### src/rtl/serial_add_ctrl.sv
// -----------------------------------------------------------------------------
// serial_add_ctrl
//   Bit-serial adder sequencer. Adds two WIDTH-bit operands plus a carry-in
//   using a single 1-bit full_adder cell, one bit per clock, LSB first.
//   The block owns the operand shift registers, the carry flop, the bit
//   counter and the start/busy/done handshake.
//
// Parameters
//   WIDTH  operand/sum width in bits (1..64)
//
// Ports
//   clk    in   1      rising-edge clock
//   rst_n  in   1      synchronous active-low reset
//   start  in   1      add request, honoured only when not busy
//   a, b   in   WIDTH  operands, captured on an accepted start
//   cin    in   1      carry-in, captured on an accepted start
//   busy   out  1      high while bits are being added
//   done   out  1      one-cycle pulse: s/cout were just updated
//   s      out  WIDTH  registered sum, held until the next done
//   cout   out  1      registered carry-out, held until the next done
// -----------------------------------------------------------------------------

// 1-bit full adder cell shared by the sequencer.
module full_adder (
  input  logic a,
  input  logic b,
  input  logic cin,
  output logic s,
  output logic cout
);
  assign s    = a ^ b ^ cin;
  assign cout = (a & b) | (cin & (a ^ b));
endmodule

module serial_add_ctrl #(
  parameter int WIDTH = 8
) (
  input  logic             clk,
  input  logic             rst_n,
  input  logic             start,
  input  logic [WIDTH-1:0] a,
  input  logic [WIDTH-1:0] b,
  input  logic             cin,
  output logic             busy,
  output logic             done,
  output logic [WIDTH-1:0] s,
  output logic             cout
);

  localparam int CW = $clog2(WIDTH) + 1;

  typedef enum logic [1:0] {
    IDLE = 2'd0,
    RUN  = 2'd1,
    DONE = 2'd2
  } state_t;

  state_t           r_state;
  state_t           w_state_nxt;
  logic [WIDTH-1:0] r_sh_a;
  logic [WIDTH-1:0] r_sh_b;
  logic             r_carry;
  logic [CW-1:0]    r_cnt;
  logic [WIDTH-1:0] r_sum_sh;
  logic [WIDTH-1:0] r_s;
  logic             r_cout;

  logic             w_fa_s;
  logic             w_fa_cout;
  logic             w_accept;
  logic             w_last;
  logic [WIDTH-1:0] w_sum_nxt;

  // The only adder in the design; it always sees the current LSBs and carry.
  full_adder u_fa (
    .a    (r_sh_a[0]),
    .b    (r_sh_b[0]),
    .cin  (r_carry),
    .s    (w_fa_s),
    .cout (w_fa_cout)
  );

  // New sum bit enters at the MSB so that after WIDTH shifts bit 0 sits at LSB.
  generate
    if (WIDTH == 1) begin : g_sum_w1
      assign w_sum_nxt = w_fa_s;
    end else begin : g_sum_wn
      assign w_sum_nxt = {w_fa_s, r_sum_sh[WIDTH-1:1]};
    end
  endgenerate

  // A new request can be taken in IDLE or straight out of DONE (back-to-back).
  assign w_accept = start && (r_state == IDLE || r_state == DONE);
  assign w_last   = (r_state == RUN) && (r_cnt == CW'(WIDTH - 1));

  // NOTE: every signal driven in always_comb gets a default first so no latch
  // is inferred on paths that do not assign it.
  always_comb begin
    w_state_nxt = r_state;
    case (r_state)
      IDLE:    if (w_accept) w_state_nxt = RUN;
      RUN:     if (w_last)   w_state_nxt = DONE;
      DONE:    w_state_nxt = w_accept ? RUN : IDLE;
      default: w_state_nxt = IDLE;
    endcase
  end

  // NOTE: sequential state uses non-blocking assignments so every flop samples
  // values from before the edge, independent of statement order.
  always_ff @(posedge clk) begin
    if (!rst_n) r_state <= IDLE;
    else        r_state <= w_state_nxt;
  end

  always_ff @(posedge clk) begin
    if (!rst_n) begin
      r_sh_a   <= '0;
      r_sh_b   <= '0;
      r_carry  <= 1'b0;
      r_cnt    <= '0;
      r_sum_sh <= '0;
      r_s      <= '0;
      r_cout   <= 1'b0;
    end else if (w_accept) begin
      r_sh_a   <= a;
      r_sh_b   <= b;
      r_carry  <= cin;
      r_cnt    <= '0;
      r_sum_sh <= '0;
    end else if (r_state == RUN) begin
      r_sh_a   <= r_sh_a >> 1;
      r_sh_b   <= r_sh_b >> 1;
      r_carry  <= w_fa_cout;
      r_sum_sh <= w_sum_nxt;
      r_cnt    <= r_cnt + CW'(1);
      // Outputs change only on the last bit, so the previous result stays
      // visible for the whole addition.
      if (w_last) begin
        r_s    <= w_sum_nxt;
        r_cout <= w_fa_cout;
      end
    end
  end

  // Pure state decodes: no combinational path from start to busy/done.
  assign busy = (r_state == RUN);
  assign done = (r_state == DONE);
  assign s    = r_s;
  assign cout = r_cout;

endmodule

### config.mk
export PLATFORM = sky130hd
export DESIGN_NAME = serial_add_ctrl
export DESIGN_NICKNAME = d
export VERILOG_FILES = /design/src/rtl/serial_add_ctrl.sv
export SDC_FILE = /design/constraint.sdc
export NUM_CORES = 1
export LEC_CHECK = 0
export ABC_AREA = 0
export BUFFER_PORTS_ARGS = -buffer_cell sky130_fd_sc_hd__clkbuf_2
export CAP_MARGIN = 10
export CORE_MARGIN = 5
export CORE_UTILIZATION = 50
export DETAILED_ROUTE_END_ITERATION = 8
export HOLD_SLACK_MARGIN = 0.15
export PLACE_DENSITY = 0.73
export SETUP_SLACK_MARGIN = 0.1
export SYNTH_ARGS = -nofsm -noshare
export SYNTH_HDL_FRONTEND = slang
export SYNTH_SLANG_ARGS = --single-unit
### constraint.sdc
create_clock -name clk -period 3.9 [get_ports clk]
set_clock_uncertainty 0.05 [all_clocks]
set_input_delay 0.78 -clock clk [delete_from_list [all_inputs] [get_ports clk]]
set_output_delay 0.78 -clock clk [all_outputs]
set_load 0.03 [all_outputs]
==> key figures, run 1 <==
Detailed routing
  • Pre-Repair DR Iteration Count: 5
  • DRC violation count after routing: 0
  • Starting DRC count in detailed routing: 66
  • DRT Wirelength: 3.18 mm
  • Average wire length per cell after detail routing: 12.6 µm
  • DRT antenna net count: 0
  • Vias after detailed routing: 1319
  • Drt via density: 5.23

Final layout
  • Area growth from synthesis to layout: 12.8%
  • Area occupied by multi-input gates: 722 µm²
  • Storage element area: 781 µm²
  • Fraction of final layout cells sized beyond drive strength 1: 19.2%
  • Post-route design area: 0.00178 mm²
  • Fill count: 286
  • Count of inserted antenna diode cells: 0
  • Fin nets: 229

Timing
  • Final setup violation count: 0
  • Setup repair after global routing missed its margin: false
  • Relative slew slack: 40.3%
  • Maximum clock frequency: 440 MHz
  • Number of failing hold endpoints at the final stage: 0
  • Fin crit share: 58.3%
  • Count of final max-slew check failures: 0
  • Measured slew at the worst slew-check pin: 0.894 ns
  • Setup ws final: 1.63 ns
  • Summed negative setup slack over all endpoints: 0 ns
  • Final critical delay including setup and external delays: 2.27 ns

Clock network
  • Root Buffer: clkbuf_4
  • CTS resizes: 0
  • Post-cts hold buffer count: 0
  • Clk Latency, worst-skew pair: 0.36 ns
  • Setup bufs post-CTS: 0
  • Max H-tree Level: 2
  • CTS sink cnt: 39
  • Clock tree from TritonCTS: built
  • Clk pin slew, worst setup/hold paths: 0.11 ns
  • Cts bufs inserted: 5
  • Longest Clk Path Bufs: 2

Setup path
  • CP peak stage delay: 0.35 ns
  • Slowest-stage cell, CP: dfxtp_1
  • Register-to-Register Setup Slack: 2.13 ns
  • CP Class: reg -> out
  • Worst-path cell chain: nand2b_1 > buf_4 > clkinv_1 > clkbuf_2
  • Kind of start point of the critical path: flop
  • Critical-path maximum fanout: 29
  • Arrival time reported for the critical path endpoint: 1.44 ns
  • Capturing element type of the critical path: output pin
  • Family with the most delay on the worst path: buffers and inverters
  • Required @ worst endpoint: 3.07 ns
  • Count of buffer and inverter cells on the critical path: 3

Die
  • X dimension of the die: 66.1 µm
  • Overall die height: 66.1 µm
  • Core footprint: 0.00303 mm²
  • I/O pin cnt: 31
  • Initial standard-cell utilization of the core: 52.0%
  • Num rows: 20
  • Die area: 0.00437 mm²

Place
  • DP Wirelength: 2.17 mm
  • Last weighted congestion value of the routability-driven placer: 0.743
  • IO Port Bufs: 30
  • Placement Cell Area: 0.00173 mm²
  • Minimum setup slack after placement: 1.71 ns

Synthesis
  • Cells after Synth: 181
  • Sequential share of the synthesized area: 49.6%
  • Total nets after synthesis: 203
  • Area of the mapped netlist: 0.00158 mm²
  • Unique cell type count in the Yosys netlist: 28
  • Register bit total from synthesis: 39
  • Per-instance average area after synthesis: 8.70 µm²
  • Number of synthesis warnings: 0

Power
  • Static Leak: 0.663 nW
  • Max rail drop VDD: 223 µV
  • Final Total Pwr: 0.000714 W
  • Power density normalized to cell area: 402 mW/mm²

Global route
  • Via count of the first global-routing pass: 1252
  • Antenna violations before repair: 0
  • Pin count of the biggest net entering global routing: 39
  • Global router's overall resource usage: 15.9%
  • Gr ovfl total: 0
  • Wire length of the first global-routing pass: 5.37 mm

Worst hold path
  • HP Class: reg -> reg

Status
  • Status: finished clean

Flow run
  • Number of maximum-capacitance violations: 0
==> where the power goes <==
| group | total [W] | switching (W) | internal, W |
|---|---|---|---|
| clock network | 0.000203 | 0.000133 | 0.0000703 |
| registers | 0.000428 | 0.0000115 | 0.000417 |
| logic | 0.0000827 | 0.0000509 | 0.0000318 |
| total | 0.000714 | 0.000195 | 0.000519 |
==> through the flow <==
| step | hold slack (ns) | std cells | utilization (%) |
|---|---|---|---|
| 2_1_floorplan | 0.382 | 181 | - |
| 6_report | 0.411 | 252 | 58.7 |
| 5_1_grt | 0.438 | 252 | 58.7 |
| 4_1_cts | 0.417 | 252 | 58.7 |
| 3_5_place_dp | 0.400 | 244 | 57.0 |
| 3_3_place_gp | 0.391 | 244 | 57.0 |
==> logic make-up (layout without fill, tap and decap cells) <==
group,Yosys count,after routing,synth area share [%]
AND/OR/NAND/NOR,80,80,22.2
adder cells (fa/ha/maj),2,2,2.07
XOR/XNOR,2,2,1.11
AO/OA/AOI/OAI,35,35,14.7
flip-flops,39,39,49.6
buffers and inverters,14,41,4.61
multiplexers,9,9,5.72
==> cell usage after synthesis <==
master     n  area, µm²
o221ai_1   8       70.1
nor2_4     1       11.3
buf_6      1       11.3
nor2b_1    2       12.5
o21ai_0    5       25.0
dfxtp_1   39        781
and2b_1    1       7.51
clkinv_1   1       3.75
a21oi_2    1       8.76
ha_1       1       12.5
nand3b_1   2       15.0
xor2_1     1       8.76
clkbuf_1   2       7.51
mux2i_1    9       90.1
nand2_1   47        176
or3_1      1       6.26
a22oi_1    3       22.5
fa_1       1       20.0
a31oi_1    4       25.0
nor3_1     8       40.0
a21oi_1   10       50.1
buf_2     10       50.1
xnor2_1    1       8.76
a21boi_0   4       30.0
and2_1     1       6.26
nor2_1    10       37.5
nand2b_1   2       12.5
nand3_1    5       25.0
==> placed cells by master, fill, tap and decap left out, types with 5 or more instances in the layout <==
cell and instances:
nand2_1 47, clkbuf_4 5, mux2i_1 9, nor3_1 8, a21oi_1 10, o21ai_0 5, nor2_1 10, dfxtp_1 39
clkbuf_2 30, nand3_1 5, o221ai_1 8
==> cell type report <==
cell class | count | share of cell area [%]
clock inverter | 1 | 0.282
multi-input combinational | 128 | 40.6
clock buffer | 7 | 2.54
timing repair buffer | 32 | 9.30
sequential | 39 | 43.9
tap | 44 | 3.10
inverter | 1 | 0.211
==> sequential cells by signal, indices dropped and copies added (netlist names) <==
register,flops
r_carry,1
r_sh_a,8
r_sh_b,8
s,8
r_state,2
r_sum_sh,7
cout,1
r_cnt,4
==> worst paths after layout <==
| path | from | end | depth (start not counted) |
|---|---|---|---|
| worst min-delay path | r_sh_b[7]$_SDFFE_PN0P_ | r_sh_b[7]$_SDFFE_PN0P_ | 2 |
| worst min register to register | r_sh_b[7]$_SDFFE_PN0P_ | r_sh_b[7]$_SDFFE_PN0P_ | 2 |
| worst max-delay path | r_state[1]$_SDFFE_PN0P_ | busy | 4 |
| worst max register to register | r_state[0]$_SDFFE_PN0P_ | r_sum_sh[5]$_SDFFE_PP0P_ | 3 |
==> routing by layer <==
layer | vias to the layer above | track usage [%] | share of wire (%)
met5 | - | 0 | 0
met3 | 12 | 4.59 | 4.8
li1 | 674 | - | -
met1 | 594 | 18.5 | 45
met2 | 39 | 25.8 | 46
met4 | 0 | 9.39 | 3.6
==> worst reg2reg max path: stages, from the launching register on <==
cell and delay (ns):
dfxtp_1 0.39, nand2b_1 0.60, nand2_1 0.42, a21oi_1 0.24
Note: power is estimated with default switching activity, not from simulation.
==> inputs of run 2 (changes only) <==
--- a/config.mk
+++ b/config.mk
@@ -5,14 +5,14 @@
 export SDC_FILE = /design/constraint.sdc
 export NUM_CORES = 1
 export LEC_CHECK = 0
-export ABC_AREA = 0
+export ABC_AREA = 1
 export BUFFER_PORTS_ARGS = -buffer_cell sky130_fd_sc_hd__clkbuf_2
 export CAP_MARGIN = 10
 export CORE_MARGIN = 5
-export CORE_UTILIZATION = 50
+export CORE_UTILIZATION = 49
 export DETAILED_ROUTE_END_ITERATION = 8
 export HOLD_SLACK_MARGIN = 0.15
-export PLACE_DENSITY = 0.73
+export PLACE_DENSITY = 0.74
 export SETUP_SLACK_MARGIN = 0.1
 export SYNTH_ARGS = -nofsm -noshare
 export SYNTH_HDL_FRONTEND = slang
==> constraint.sdc (replaced) <==
create_clock -name clk -period 2 [get_ports clk]
set_clock_uncertainty 0.05 [all_clocks]
set_input_delay 0.4 -clock clk [delete_from_list [all_inputs] [get_ports clk]]
set_output_delay 0.4 -clock clk [all_outputs]
set_load 0.03 [all_outputs]
==> run 2 against run 1 <==
  * Clock power grew to 2.6 times the previous value
  * Global-route usage shrank 1.2 points
  * Combinational power is 140% higher
  * Clock-buffer cell count shrank 2
  * Sequential cell count stayed put
  * Area after synthesis rose by 13%
  * Via count up 19%
  * Synthesized cell count grew 38%
==> key figures, run 2 <==
Clock network
  • CTS resizes: 0 (unchanged)
  • Max H-tree Level: 2 (unchanged)
  • Setup bufs post-CTS: 0 (unchanged)
  • CTS sink cnt: 39 (unchanged)
  • Cts bufs inserted: 5 (unchanged)
  • Post-cts hold buffer count: 0 (unchanged)
  • Clock tree from TritonCTS: built
  • Clk Latency, worst-skew pair: 0.35 ns (about the same)
  • Root Buffer: clkbuf_4
  • Clk pin slew, worst setup/hold paths: 0.13 ns (+0.02 ns)
  • Longest Clk Path Bufs: 2 (unchanged)

Timing
  • Relative slew slack: 68.4% (+28 points)
  • Setup repair after global routing missed its margin: false
  • Summed negative setup slack over all endpoints: 0 ns (unchanged)
  • Final critical delay including setup and external delays: 1.80 ns
  • Measured slew at the worst slew-check pin: 0.474 ns (-0.421 ns)
  • Count of final max-slew check failures: 0 (unchanged)
  • Maximum clock frequency: 557 MHz
  • Final setup violation count: 0 (unchanged)
  • Fin crit share: 89.8%
  • Number of failing hold endpoints at the final stage: 0 (unchanged)

Synthesis
  • Fraction of synthesized cell area taken by the top area cell type: 44.0% (-5.6 points)
  • Sequential share of the synthesized area: 44.0% (-5.6 points)
  • Per-instance average area after synthesis: 7.10 µm² (-18%)
  • Number of synthesis warnings: 0 (unchanged)
  • Number of enable-type register cells in the synthesized netlist: 0 (unchanged)
  • Cells after Synth: 250 (+38%)
  • Cell type with the largest total area after synthesis: dfxtp_1
  • Combinational family with the most area after synthesis: simple AND/OR/NAND/NOR gates
  • Simple-Gate Fraction of Synth Area: 30.3% (+8.0 points)
  • Synth Flop Type: dfxtp_1
  • Post-Synth Adder-Cell Area: 1.83% (-0.23 points)
  • Unique cell type count in the Yosys netlist: 23 (-18%)
  • Most used standard cell by instance count after synthesis: nand2_1
  • Top post-synthesis cells by count: nand2_1, dfxtp_1, inv_1
  • Area fraction in compound gates after synthesis: 9.52% (-5.2 points)
  • Total nets after synthesis: 272 (+34%)
  • Area of the mapped netlist: 0.00177 mm² (+13%)
  • Xor/xnor share of the synthesized area: 0.494% (-0.62 points)
  • Share of async-settable or async-resettable flops after synthesis: 0% (unchanged)
  • Mux share of post-synthesis cell area: 0% (-5.7 points)
  • Register bit total from synthesis: 39 (unchanged)
  • Biggest area contributors in the synthesized netlist: dfxtp_1, nand2_1, nand3_1, inv_1, nor2_1

Detailed routing
  • DRT antenna net count: 0 (unchanged)
  • DRC violation count after routing: 0 (unchanged)
  • DRT Wirelength: 3.30 mm (+3.7%)
  • Vias after detailed routing: 1565 (+19%)
  • Starting DRC count in detailed routing: 85 (+29%)
  • Average wire length per cell after detail routing: 10.2 µm (-20%)
  • Pre-Repair DR Iteration Count: 5 (unchanged)
  • Drt via density: 4.82 (-8.0%)

Setup path
  • Required @ worst endpoint: 1.55 ns (-1.52 ns)
  • CP Class: reg -> out
  • Kind of start point of the critical path: flop
  • Reg2reg path depth: 7 (+4)
  • Capturing element type of the critical path: output pin
  • Critical-path maximum fanout: 13 (-55%)
  • Arrival time reported for the critical path endpoint: 1.35 ns (-0.09 ns)

Final layout
  • Commonest non-fill, non-tap cell in the layout: nand2_1
  • Post-route design area: 0.00198 mm² (+11%)
  • Area occupied by multi-input gates: 747 µm² (+3.5%)
  • Fraction of final layout cells sized beyond drive strength 1: 18.6% (-0.59 points)
  • Fin nets: 300 (+31%)
  • Area growth from synthesis to layout: 11.6%
  • Count of inserted antenna diode cells: 0 (unchanged)
  • Fill count: 358 (+25%)
  • Storage element area: 781 µm² (unchanged)
  • Commonest non-fill, non-tap cells in the layout: nand2_1, dfxtp_1, inv_1, clkbuf_2, nor2_1

Power
  • Power share of the sequential group: 53.4% (-6.6 points)
  • Proportion of total power due to net switching: 26.5% (-0.82 points)
  • Net switching power: 0.000414 W (+110%)
  • Static Leak: 0.928 nW (+40%)
  • Max rail drop VDD: 581 µV (+160%)
  • Proportion of power drawn by combinational gates: 12.7% (+1.1 points)
  • Power density normalized to cell area: 789 mW/mm² (+97%)
  • Clk pwr share: 33.9% (+5.5 points)
  • Int Power: 0.00115 W (+120%)

Global route
  • Global router's overall resource usage: 14.7% (-1.2 points)
  • Pin count of the biggest net entering global routing: 27 (-31%)
  • Gr ovfl total: 0 (unchanged)
  • Antenna violations before repair: 0 (unchanged)
  • Via count of the first global-routing pass: 1503 (+20%)
  • Wire length of the first global-routing pass: 5.93 mm (+11%)

Die
  • Core footprint: 0.00342 mm² (+13%)
  • Num rows: 21 (+5.0%)
  • Die area: 0.00492 mm² (+13%)
  • X dimension of the die: 70.2 µm (+6.1%)
  • Overall die height: 70.2 µm (+6.1%)
  • Initial standard-cell utilization of the core: 51.9% (-0.083 points)
  • I/O pin cnt: 31 (unchanged)

Place
  • IO Port Bufs: 30 (unchanged)
  • DP Wirelength: 2.31 mm (+6.7%)
  • Placement Cell Area: 0.00190 mm² (+9.9%)
  • Last weighted congestion value of the routability-driven placer: 0.765 (+3.0%)

Flow run
  • Number of maximum-capacitance violations: 0 (unchanged)

Status
  • Status: finished clean

Worst hold path
  • Min-Delay Path Depth: 3 (+1)
  • HP Class: in -> reg
==> run 2: cell types whose count changed in the layout (fill, tap and decap cells not counted), moves of 9 or more <==
| cell | change |
|---|---|
| inv_1 | +31 |
| nand3_1 | +21 |
| nand2_1 | +20 |
| nor2_1 | +19 |
| mux2i_1 | -9 |
==> run 2: layout make-up <==
cell class | instances | area share, %
Multi-Input combinational cell | 163 | 37.7
Clock inverter | 3 | 2.21
Clock buffer | 5 | 1.90
Tap cell | 46 | 2.91
Timing Repair Buffer | 33 | 8.72
Sequential cell | 39 | 39.4
Inverter | 36 | 7.08
==> run 2: per-layer routing <==
metal	share of wire [%]	wire length [µm]	vias up	GRT usage, %
met5	0	0	-	0
met4	1.5	48	0	7.02
met1	48	1590	703	16.8
li1	-	-	831	-
met2	47	1560	27	25.4
met3	3.1	101	4	3.73
==> run 2: worst paths after layout <==
| path | slack (ns) | startpoint | endpoint |
|---|---|---|---|
| worst max-delay path | 0.20 | r_state[0]$_SDFFE_PN0P_ | busy |
| worst min-delay path | 0.22 | b[7] | r_sh_b[7]$_SDFFE_PN0P_ |
| worst max register to register | 0.53 | r_state[0]$_SDFFE_PN0P_ | r_sh_b[1]$_SDFFE_PN0P_ |
| worst min register to register | 0.41 | s[1]$_SDFFE_PN0P_ | s[1]$_SDFFE_PN0P_ |
==> run 2: power by group through the flow <==
| stage | registers, W | logic (W) | clock network [W] |
|---|---|---|---|
| 6_report | 0.000835 | 0.000198 | 0.000530 |
| 3_3_place_gp | 0.000851 | 0.000194 | 0 |
| 5_1_grt | 0.000840 | 0.000231 | 0.000579 |
| 4_1_cts | 0.000835 | 0.000201 | 0.000543 |
| 3_5_place_dp | 0.000852 | 0.000199 | 0 |
| 2_1_floorplan | 0.000846 | 0.000171 | 0 |
==> run 2: worst max-delay path, stage by stage, from the launching register on <==
cell and delay (ns):
dfxtp_1 0.47, nand2_4 0.17, clkinv_4 0.13, clkbuf_2 0.21
==> run 2: cells by family after synthesis <==
logic type                 Yosys count
buffers and inverters               48
and+or+nand+nor                    127
AOI/OAI and AO/OA                   33
DFF                                 39
adders and majority gates            2
xor gates and xnor gates             1
==> run 2: per-stage QoR <==
stage / worst slack, ns / instances / util, % / total power (W) / hold slack [ns]
3_3_place_gp: 0.569 / 317 / 55.6 / 0.00105 / 0.392
5_1_grt: 0.123 / 325 / 57.9 / 0.00165 / 0.232
6_report: 0.205 / 325 / 57.9 / 0.00156 / 0.219
2_1_floorplan: 0.704 / 250 / - / 0.00102 / 0.389
4_1_cts: 0.188 / 325 / 57.9 / 0.00158 / 0.208
3_5_place_dp: 0.475 / 317 / 55.6 / 0.00105 / 0.399
==> inputs of run 3 (changes only) <==
--- a/config.mk
+++ b/config.mk
@@ -5,14 +5,15 @@
 export SDC_FILE = /design/constraint.sdc
 export NUM_CORES = 1
 export LEC_CHECK = 0
-export ABC_AREA = 1
 export BUFFER_PORTS_ARGS = -buffer_cell sky130_fd_sc_hd__clkbuf_2
 export CAP_MARGIN = 10
+export CELL_PAD_IN_SITES_DETAIL_PLACEMENT = 1
+export CELL_PAD_IN_SITES_GLOBAL_PLACEMENT = 1
 export CORE_MARGIN = 5
-export CORE_UTILIZATION = 49
+export CORE_UTILIZATION = 36
 export DETAILED_ROUTE_END_ITERATION = 8
 export HOLD_SLACK_MARGIN = 0.15
-export PLACE_DENSITY = 0.74
+export PLACE_DENSITY_LB_ADDON = 0.1
 export SETUP_SLACK_MARGIN = 0.1
 export SYNTH_ARGS = -nofsm -noshare
 export SYNTH_HDL_FRONTEND = slang
==> run 3 against run 2 <==
  * Die area is 18% higher
  * Sequential cell count unchanged
  * Sequential power barely moved
  * Routed wire length increased by 14%
==> key figures, run 3 (same netlist as run 1, synthesis figures left out) <==
Clock network
  • CTS resizes: 0 (unchanged)
  • Post-cts hold buffer count: 0 (unchanged)
  • Clk Latency, worst-skew pair: 0.29 ns (-0.06 ns)
  • Clk pin slew, worst setup/hold paths: 0.08 ns (-0.05 ns)
  • Cts bufs inserted: 5 (unchanged)
  • Root Buffer: clkbuf_8
  • Longest Clk Path Bufs: 2 (unchanged)
  • Clock tree from TritonCTS: built
  • CTS sink cnt: 39 (unchanged)
  • Setup bufs post-CTS: 0 (unchanged)
  • Max H-tree Level: 2 (unchanged)

Detailed routing
  • Starting DRC count in detailed routing: 78 (-8.2%)
  • Vias after detailed routing: 1360 (-13%)
  • DRT antenna net count: 0 (unchanged)
  • Pre-Repair DR Iteration Count: 4 (-1)
  • Drt via density: 5.17 (+7.4%)
  • DRT Wirelength: 3.75 mm (+14%)
  • Average wire length per cell after detail routing: 14.3 µm (+40%)
  • DRC violation count after routing: 0 (unchanged)

Setup path
  • Count of buffer and inverter cells on the critical path: 2 (unchanged)
  • Capturing element type of the critical path: output pin
  • Family with the most delay on the worst path: flip-flops
  • Worst-path cell chain: nand2b_1 > clkinv_1 > clkbuf_2
  • Kind of start point of the critical path: flop
  • Slowest-stage cell, CP: dfxtp_1
  • Reg2reg path depth: 4 (-3)
  • Critical-path maximum fanout: 3 (-10)
  • WP depth: 3 (unchanged)
  • Required @ worst endpoint: 1.55 ns (about the same)
  • CP peak stage delay: 0.34 ns (-0.13 ns)
  • CP Class: reg -> out
  • Arrival time reported for the critical path endpoint: 1.13 ns (-0.22 ns)

Worst hold path
  • HP Class: in -> reg
  • Min-Delay Path Depth: 3 (unchanged)

Timing
  • Count of final max-slew check failures: 0 (unchanged)
  • Maximum clock frequency: 634 MHz (+14%)
  • Final setup violation count: 0 (unchanged)
  • Fin crit share: 78.9% (-11 points)
  • Setup repair after global routing missed its margin: false
  • Measured slew at the worst slew-check pin: 0.400 ns (-0.0734 ns)
  • Setup ws final: 0.423 ns (+0.218 ns)
  • Number of failing hold endpoints at the final stage: 0 (unchanged)
  • Summed negative setup slack over all endpoints: 0 ns (unchanged)
  • Relative slew slack: 73.2% (+4.8 points)
  • Final critical delay including setup and external delays: 1.58 ns (-0.218 ns)

Die
  • X dimension of the die: 76.2 µm (+8.5%)
  • Core footprint: 0.00429 mm² (+26%)
  • Num rows: 24 (+14%)
  • Overall die height: 76.2 µm (+8.5%)
  • Die area: 0.00580 mm² (+18%)
  • Initial standard-cell utilization of the core: 36.7% (-15 points)
  • I/O pin cnt: 31 (unchanged)

Power
  • Static Leak: 0.698 nW (-25%)
  • Power density normalized to cell area: 858 mW/mm² (+8.7%)
  • Max rail drop VDD: 318 µV (-45%)

Final layout
  • Count of inserted antenna diode cells: 0 (unchanged)
  • Commonest non-fill, non-tap cells in the layout: nand2_1, dfxtp_1, clkbuf_2, nor2_1, a21oi_1
  • Commonest non-fill, non-tap cell in the layout: nand2_1
  • Fraction of final layout cells sized beyond drive strength 1: 21.3% (+2.7 points)
  • Fin nets: 232 (-23%)
  • Post-route non-filler standard cell count: 263 (-19%)
  • Area growth from synthesis to layout: 18.3%

Global route
  • Gr ovfl total: 0 (unchanged)
  • Wire length of the first global-routing pass: 6.77 mm (+14%)
  • Global router's overall resource usage: 14.2% (-0.49 points)
  • Antenna violations before repair: 0 (unchanged)
  • Via count of the first global-routing pass: 1462 (-2.7%)
  • Pin count of the biggest net entering global routing: 28 (+3.7%)

Place
  • Last weighted congestion value of the routability-driven placer: 0.703 (-8.2%)
  • Post-Place Cells: 255 (-20%)
  • DP Wirelength: 2.59 mm (+12%)
  • IO Port Bufs: 30 (unchanged)
  • Minimum setup slack after placement: 0.512 ns (+0.0371 ns)

Flow run
  • Number of maximum-capacitance violations: 0 (unchanged)

Status
  • Status: finished clean
## run 3: routing by layer
metal / track usage (%) / vias to the layer above / share of wire, %
met5: 0 / - / 0
met4: 5.24 / 0 / 1.7
met3: 4.14 / 6 / 4.7
met2: 23.9 / 28 / 50
met1: 17.0 / 652 / 44
li1: - / 674 / -
## run 3: layout make-up
class	count	area, µm²
Clock buffer	7	96.3
Clock inverter	1	7.51
Fill cell	527	2430
Inverter	1	3.75
Multi-Input combinational cell	128	722
Sequential cell	39	781
Tap cell	52	65.1
Timing Repair Buffer	35	188
## run 3: path summary, 6_finish.rpt
| check | start | endpoint | slack, ns |
|---|---|---|---|
| setup / recovery | r_state[1]$_SDFFE_PN0P_ | busy | 0.42 |
| hold / removal | b[7] | r_sh_b[7]$_SDFFE_PN0P_ | 0.27 |
| hold reg to reg | s[4]$_SDFFE_PN0P_ | s[4]$_SDFFE_PN0P_ | 0.41 |
| setup reg to reg | r_cnt[0]$_SDFFE_PP0P_ | s[0]$_SDFFE_PN0P_ | 0.53 |
## run 3: tightest hold or removal path: stages
cell	delay, ns
clkbuf_2	0.08
nand2_1	0.04
a21oi_1	0.05
## run 3: stage by stage
stage | total power, W | hold WS, ns | util (%) | cell area, µm²
floorplan | 0.000970 | 0.382 | - | 1580
global placement | 0.00102 | 0.391 | 41.0 | 1760
detailed placement | 0.00103 | 0.402 | 41.0 | 1760
CTS | 0.00163 | 0.266 | 43.4 | 1860
global route | 0.00169 | 0.275 | 43.4 | 1860
finish | 0.00160 | 0.275 | 43.4 | 1860
## run 3: power breakdown
| group | total, W | internal [W] | leakage [nW] | switching, W |
|---|---|---|---|---|
| Sequential | 0.000834 | 0.000812 | 0.318 | 0.0000218 |
| Combinational | 0.000171 | 0.0000665 | 0.330 | 0.000105 |
| Clock | 0.000594 | 0.000314 | 0.0505 | 0.000280 |
| Total | 0.00160 | 0.00119 | 0.698 | 0.000407 |
